[src/rtl/reg8_arb_pkg.sv]
// rtl/reg8_arb_pkg.sv - shared types and index helpers for the reg8 write arbiter
// Purpose: FSM state encoding, default data width, round-robin index helpers.
// Ports: none (package).
package reg8_arb_pkg;

  typedef enum logic {
    IDLE  = 1'b0,
    GRANT = 1'b1
  } state_t;

  localparam int DATA_W_DEF = 8;

  // Next requester index after idx, wrapping at n (n need not be a power of two).
  function automatic int next_idx(input int idx, input int n);
    return (idx + 1 >= n) ? 0 : idx + 1;
  endfunction

  // Bit pos of the one-hot encoding of idx.
  function automatic logic onehot_bit(input int idx, input int pos);
    return idx == pos;
  endfunction

endpackage

[src/rtl/rr_pick.sv]
// rtl/rr_pick.sv - combinational round-robin picker
// Purpose: first set req scanning upward from rr_ptr with wrap at NUM_REQ.
// Ports:
//   req     in  NUM_REQ  request vector
//   rr_ptr  in  IDX_W    highest-priority index this round
//   winner  out IDX_W    chosen index (0 when no request)
//   any_req out 1        at least one request present
module rr_pick #(
  parameter int NUM_REQ = 4,
  parameter int IDX_W   = 2
) (
  input  logic [NUM_REQ-1:0] req,
  input  logic [IDX_W-1:0]   rr_ptr,
  output logic [IDX_W-1:0]   winner,
  output logic               any_req
);

  always_comb begin
    int j;
    j       = 0;
    winner  = '0;
    any_req = 1'b0;
    for (int k = 0; k < NUM_REQ; k++) begin
      j = int'(rr_ptr) + k;
      if (j >= NUM_REQ) j = j - NUM_REQ;
      if (!any_req && req[j]) begin
        any_req = 1'b1;
        winner  = IDX_W'(j);
      end
    end
  end

endmodule

[src/rtl/reg8_wr_arbiter.sv]
// rtl/reg8_wr_arbiter.sv - round-robin write-port arbiter for an 8-bit holding register
// Purpose: shares the register write port among NUM_REQ requesters with
//          req/gnt handshake, dst_rdy back-pressure and bounded burst lock.
// Ports:
//   clk, rst_n  clock, asynchronous active-low reset
//   req, lock   per-requester request and keep-grant wish
//   din         flattened data, requester i at [i*DATA_W +: DATA_W]
//   dst_rdy     downstream accepts a write this cycle
//   gnt         registered one-hot grant
//   ack         registered one-cycle pulse to the written requester
//   dout        registered written data, held between transfers
//   dout_vld    registered one-cycle pulse, dout is new
module reg8_wr_arbiter
  import reg8_arb_pkg::*;
#(
  parameter int NUM_REQ  = 4,
  parameter int DATA_W   = DATA_W_DEF,
  parameter int LOCK_MAX = 4
) (
  input  logic                      clk,
  input  logic                      rst_n,
  input  logic [NUM_REQ-1:0]        req,
  input  logic [NUM_REQ-1:0]        lock,
  input  logic [NUM_REQ*DATA_W-1:0] din,
  input  logic                      dst_rdy,
  output logic [NUM_REQ-1:0]        gnt,
  output logic [NUM_REQ-1:0]        ack,
  output logic [DATA_W-1:0]         dout,
  output logic                      dout_vld
);

  localparam int IDX_W  = $clog2(NUM_REQ);
  localparam int LCNT_W = $clog2(LOCK_MAX + 1);

  state_t              state, state_n;
  logic [IDX_W-1:0]    winner, winner_n;
  logic [IDX_W-1:0]    rr_ptr, rr_ptr_n;
  logic [LCNT_W-1:0]   lock_cnt, lock_cnt_n;
  logic [NUM_REQ-1:0]  gnt_n, ack_n;
  logic [DATA_W-1:0]   dout_n;
  logic                dout_vld_n;
  logic [IDX_W-1:0]    pick;
  logic                any_req;
  logic [NUM_REQ-1:0]  oh_pick, oh_win;

  rr_pick #(
    .NUM_REQ (NUM_REQ),
    .IDX_W   (IDX_W)
  ) u_rr_pick (
    .req     (req),
    .rr_ptr  (rr_ptr),
    .winner  (pick),
    .any_req (any_req)
  );

  always_comb begin
    oh_pick = '0;
    oh_win  = '0;
    for (int i = 0; i < NUM_REQ; i++) begin
      oh_pick[i] = onehot_bit(int'(pick), i);
      oh_win[i]  = onehot_bit(int'(winner), i);
    end
  end

  always_comb begin
    state_n    = state;
    winner_n   = winner;
    rr_ptr_n   = rr_ptr;
    lock_cnt_n = lock_cnt;
    gnt_n      = gnt;
    ack_n      = '0;
    dout_n     = dout;
    dout_vld_n = 1'b0;
    case (state)
      IDLE: begin
        if (any_req) begin
          state_n  = GRANT;
          winner_n = pick;
          gnt_n    = oh_pick;
        end
      end
      GRANT: begin
        if (!req[winner]) begin
          // Abandon: release without touching data or fairness pointer.
          state_n    = IDLE;
          gnt_n      = '0;
          lock_cnt_n = '0;
        end else if (dst_rdy) begin
          dout_n     = din[int'(winner)*DATA_W +: DATA_W];
          dout_vld_n = 1'b1;
          ack_n      = oh_win;
          rr_ptr_n   = IDX_W'(next_idx(int'(winner), NUM_REQ));
          // Locked winner keeps the grant until LOCK_MAX writes, then must re-arbitrate.
          if (lock[winner] && (lock_cnt < LCNT_W'(LOCK_MAX - 1))) begin
            lock_cnt_n = lock_cnt + 1'b1;
          end else begin
            lock_cnt_n = '0;
            gnt_n      = '0;
            state_n    = IDLE;
          end
        end
      end
      default: begin
        state_n = IDLE;
        gnt_n   = '0;
      end
    endcase
  end

  always_ff @(posedge clk or negedge rst_n) begin
    if (!rst_n) begin
      state    <= IDLE;
      winner   <= '0;
      rr_ptr   <= '0;
      lock_cnt <= '0;
      gnt      <= '0;
      ack      <= '0;
      dout     <= '0;
      dout_vld <= 1'b0;
    end else begin
      state    <= state_n;
      winner   <= winner_n;
      rr_ptr   <= rr_ptr_n;
      lock_cnt <= lock_cnt_n;
      gnt      <= gnt_n;
      ack      <= ack_n;
      dout     <= dout_n;
      dout_vld <= dout_vld_n;
    end
  end

endmodule
[config.mk]
export PLATFORM = sky130hd
export DESIGN_NAME = reg8_wr_arbiter
export DESIGN_NICKNAME = d
export VERILOG_FILES = /design/src/rtl/reg8_arb_pkg.sv /design/src/rtl/rr_pick.sv /design/src/rtl/reg8_wr_arbiter.sv
export SDC_FILE = /design/constraint.sdc
export NUM_CORES = 1
export LEC_CHECK = 0
export BUFFER_PORTS_ARGS = -buffer_cell sky130_fd_sc_hd__clkbuf_2
export CELL_PAD_IN_SITES_DETAIL_PLACEMENT = 0
export CELL_PAD_IN_SITES_GLOBAL_PLACEMENT = 1
export CORE_AREA = 3 3 72 74
export CTS_BUF_LIST = sky130_fd_sc_hd__clkbuf_8 sky130_fd_sc_hd__clkbuf_16
export DETAILED_ROUTE_END_ITERATION = 8
export DIE_AREA = 0 0 75 77
export PLACE_DENSITY_LB_ADDON = 0.1
export SYNTH_ARGS = -nofsm -noshare
export SYNTH_HDL_FRONTEND = slang
export SYNTH_HIERARCHICAL = 1
export SYNTH_SLANG_ARGS = --single-unit
[constraint.sdc]
create_clock -name clk -period 1.9 [get_ports clk]
set_input_delay 0.285 -clock clk [delete_from_list [all_inputs] [get_ports clk]]
set_output_delay 0.285 -clock clk [all_outputs]
set_load 0.02 [all_outputs]
==> impl_metrics.toml <==
[clock_network]
cts_sinks = 25
holdBufCountCts = 0
root_buffer = "clkbuf_8"
cts_resized = 0
cts_buffers = 3
postCtsSetupBuffers = 0
cts_htree_levels = 1
cts.path.max_buffers = 2
cts_tree = "built"
clk_pin_slew_worst_paths_ns = 0.09
worst_skew_pair.late_latency_ns = 0.26

[final_layout]
antenna_cells = 0
drive_above_1_share = 0.500
n_fill_cell = 469
area_growth_syn_to_layout_pct = 29.9
fin_cells = 226
layout.nets = 221

[floorplanning]
fp.dieH_um = 77
start_util = 0.304
ios = 60
core-area_sq_mm = 0.00466
die_x_um = 75
dieArea_sq_mm = 0.00578
rows = 25

[drt]
wire_per_inst_um = 14.7
vias_per_cell = 4.92
drt-pass1-iter-count = 4
initialDrtViolationCount = 64
wl_um = 3320
ant_nets = 0
drc = 0
via_count = 1113

[power_and_ir_drop]
power_leakage_uw = 0.000947
powerDensity_mw_per_mm2 = 1410
ir_worst_vdd_uv = 470

[placed_design]
io_buffers = 59
routabilityCongestion = 0.733
hpwl_um = 2590
dp.cells = 222

[global_route]
grt_max_degree = 26
overflow = 0
grt_pass1_wl_um = 5410
grt_pass1_vias = 1164
antenna_found_initial = 0
grt_util_all_layers = 0.121

[worst_setup_path]
critical_path_required_ns = 2.05
worstPathMaxFanout = 15
cpMaxStageDelayCell = "mux4_2"
crit_arrival_ns = 1.95
cpPeakStageDelay_ns = 0.62
endpoint = "rr_ptr[1]"
crit_chain = "mux4_2, nor2b_4, buf_12, mux2_1"
startpoint_type = "flop"
path_depth = 4
crit_buf_inv = 1
r2r_start = "winner[0]"
cp-startpoint = "winner[0]"
timing.rr.end = "rr_ptr[1]"
crit_family = "multiplexers"
reg2regPathDepth = 4
path_class = "reg -> reg"
crit_path_end_kind = "flop"
ff2ff_setup_slack_ns = 0.10

[min_path]
hold_path.class = "in -> async"

[yosys]
synthArstFlopShare = 1.00
ys_seq_area_frac = 0.441
syn_area_sq_mm = 0.00142
ys_types = 29
synth.avg_cell_area_sq_um = 13.0
ys.flop_type = "dfrtp_1"
netlist.area_leader.share = 0.441
syn_nets = 157
yosysWarnings = 6
synth.most_common_cell = "dfrtp_1"
synth_top_cell_by_area = "dfrtp_1"
yosys_register_bits = 25
synth_edf_count = 0
yosys-top-cells-count = "25 x dfrtp_1, 10 x a21oi_1, 8 x inv_1, 8 x mux4_2"
syn_inst = 109
yosys-top-cells-area = "dfrtp_1 44%, mux4_2 13%, mux2_4 5.3%, ha_1 4.4%, mux2_1 4.0%"

[job]
cap_violations = 0

[sta]
clock.fmax_mhz = 556
slew_violations = 0
fin_crit_sh = 0.947
tightest_slew_ns = 0.626
setup_viol = 0
relSlewSlack = 0.583
finalHoldViolations = 0
rsz0062_at_grt = "false"
finClkSkew_ns = 0.00166
setup_tns_ns = 0
min_period_ns = 1.80

[run_status]
outcome = "complete, no violations"
## cells in the final DEF, fill, tap and decap left out, drive strengths merged, types with 3 or more instances in the layout
master / count
o22ai: 5
a21oi: 10
mux2: 13
dfrtp: 25
clkbuf: 62
mux4: 10
buf: 5
ha: 5
nor2: 3
inv: 9
nand3: 5
and2: 4
## area by class of cell
| class | instances | area (sq um) | share of cell area |
|---|---|---|---|
| clock inverter | 1 | 5.00 | 0.00272 |
| sequential | 25 | 626 | 0.340 |
| tap | 54 | 67.6 | 0.0367 |
| multi-input combinational | 70 | 723 | 0.393 |
| clock buffer | 3 | 41.3 | 0.0224 |
| inverter | 9 | 33.8 | 0.0183 |
| timing repair buffer | 64 | 345 | 0.187 |
## stage by stage
step	hold WS, ns	power, uW	instance area (sq um)	setup slack [ns]	utilization
floorplan	-0.0106	1880	1420	0.0691	-
global placement	0.334	2270	1800	0.146	0.385
detailed placement	0.338	2310	1800	0.101	0.385
CTS	0.0431	2630	1840	0.0872	0.395
global route	0.0735	2780	1840	0.0273	0.395
finish	0.0208	2590	1840	0.101	0.395
## where the power goes
| part | switching [uW] | total [uW] | internal, uW |
|---|---|---|---|
| clock | 165 | 311 | 146 |
| combinational | 688 | 1390 | 702 |
| sequential | 148 | 889 | 742 |
## kinds of logic after synthesis
group | count (synthesis) | share of synthesized area
compound gates | 21 | 0.0936
fa+ha+maj | 5 | 0.0441
buf+inv | 14 | 0.0485
flops | 25 | 0.441
mux | 23 | 0.281
simple gates | 21 | 0.0918
## how the worst min path moves through the flow
| stage | endpoint | from | slack (ns) | cells after the start |
|---|---|---|---|---|
| finish | gnt[3] | rst_n | 0.02 | 1 |
| global route | gnt[3] | rst_n | 0.07 | 1 |
| CTS | lock_cnt[0] | rst_n | 0.04 | 1 |
| detailed placement | lock_cnt[0] | rst_n | 0.34 | 1 |
| global placement | lock_cnt[2] | rst_n | 0.33 | 1 |
| floorplan | ack[0] | rst_n | -0.01 | 0 |
## per-layer routing
layer	track usage	part of all wire	up-vias
li1	-	-	531
met1	0.158	0.42	544
met2	0.194	0.52	36
met3	0.0249	0.056	2
met4	0.0391	0.0075	0
met5	0	0	-
## worst reg2reg max path: cells and delay by family, from the launching register on
kind	cells	cell delay (ns)
buffers and inverters	1	0.15
multiplexers	2	0.93
flip-flops	1	0.43
AND/OR/NAND/NOR	1	0.18
## registers in the layout, summed over array words and instances (netlist names)
register,cells
dout_vld,1
ack,4
gnt,4
dout,8
rr_ptr,2
winner,2
lock_cnt,3
state,1
No activity file was read; power rests on OpenSTA's default activity.
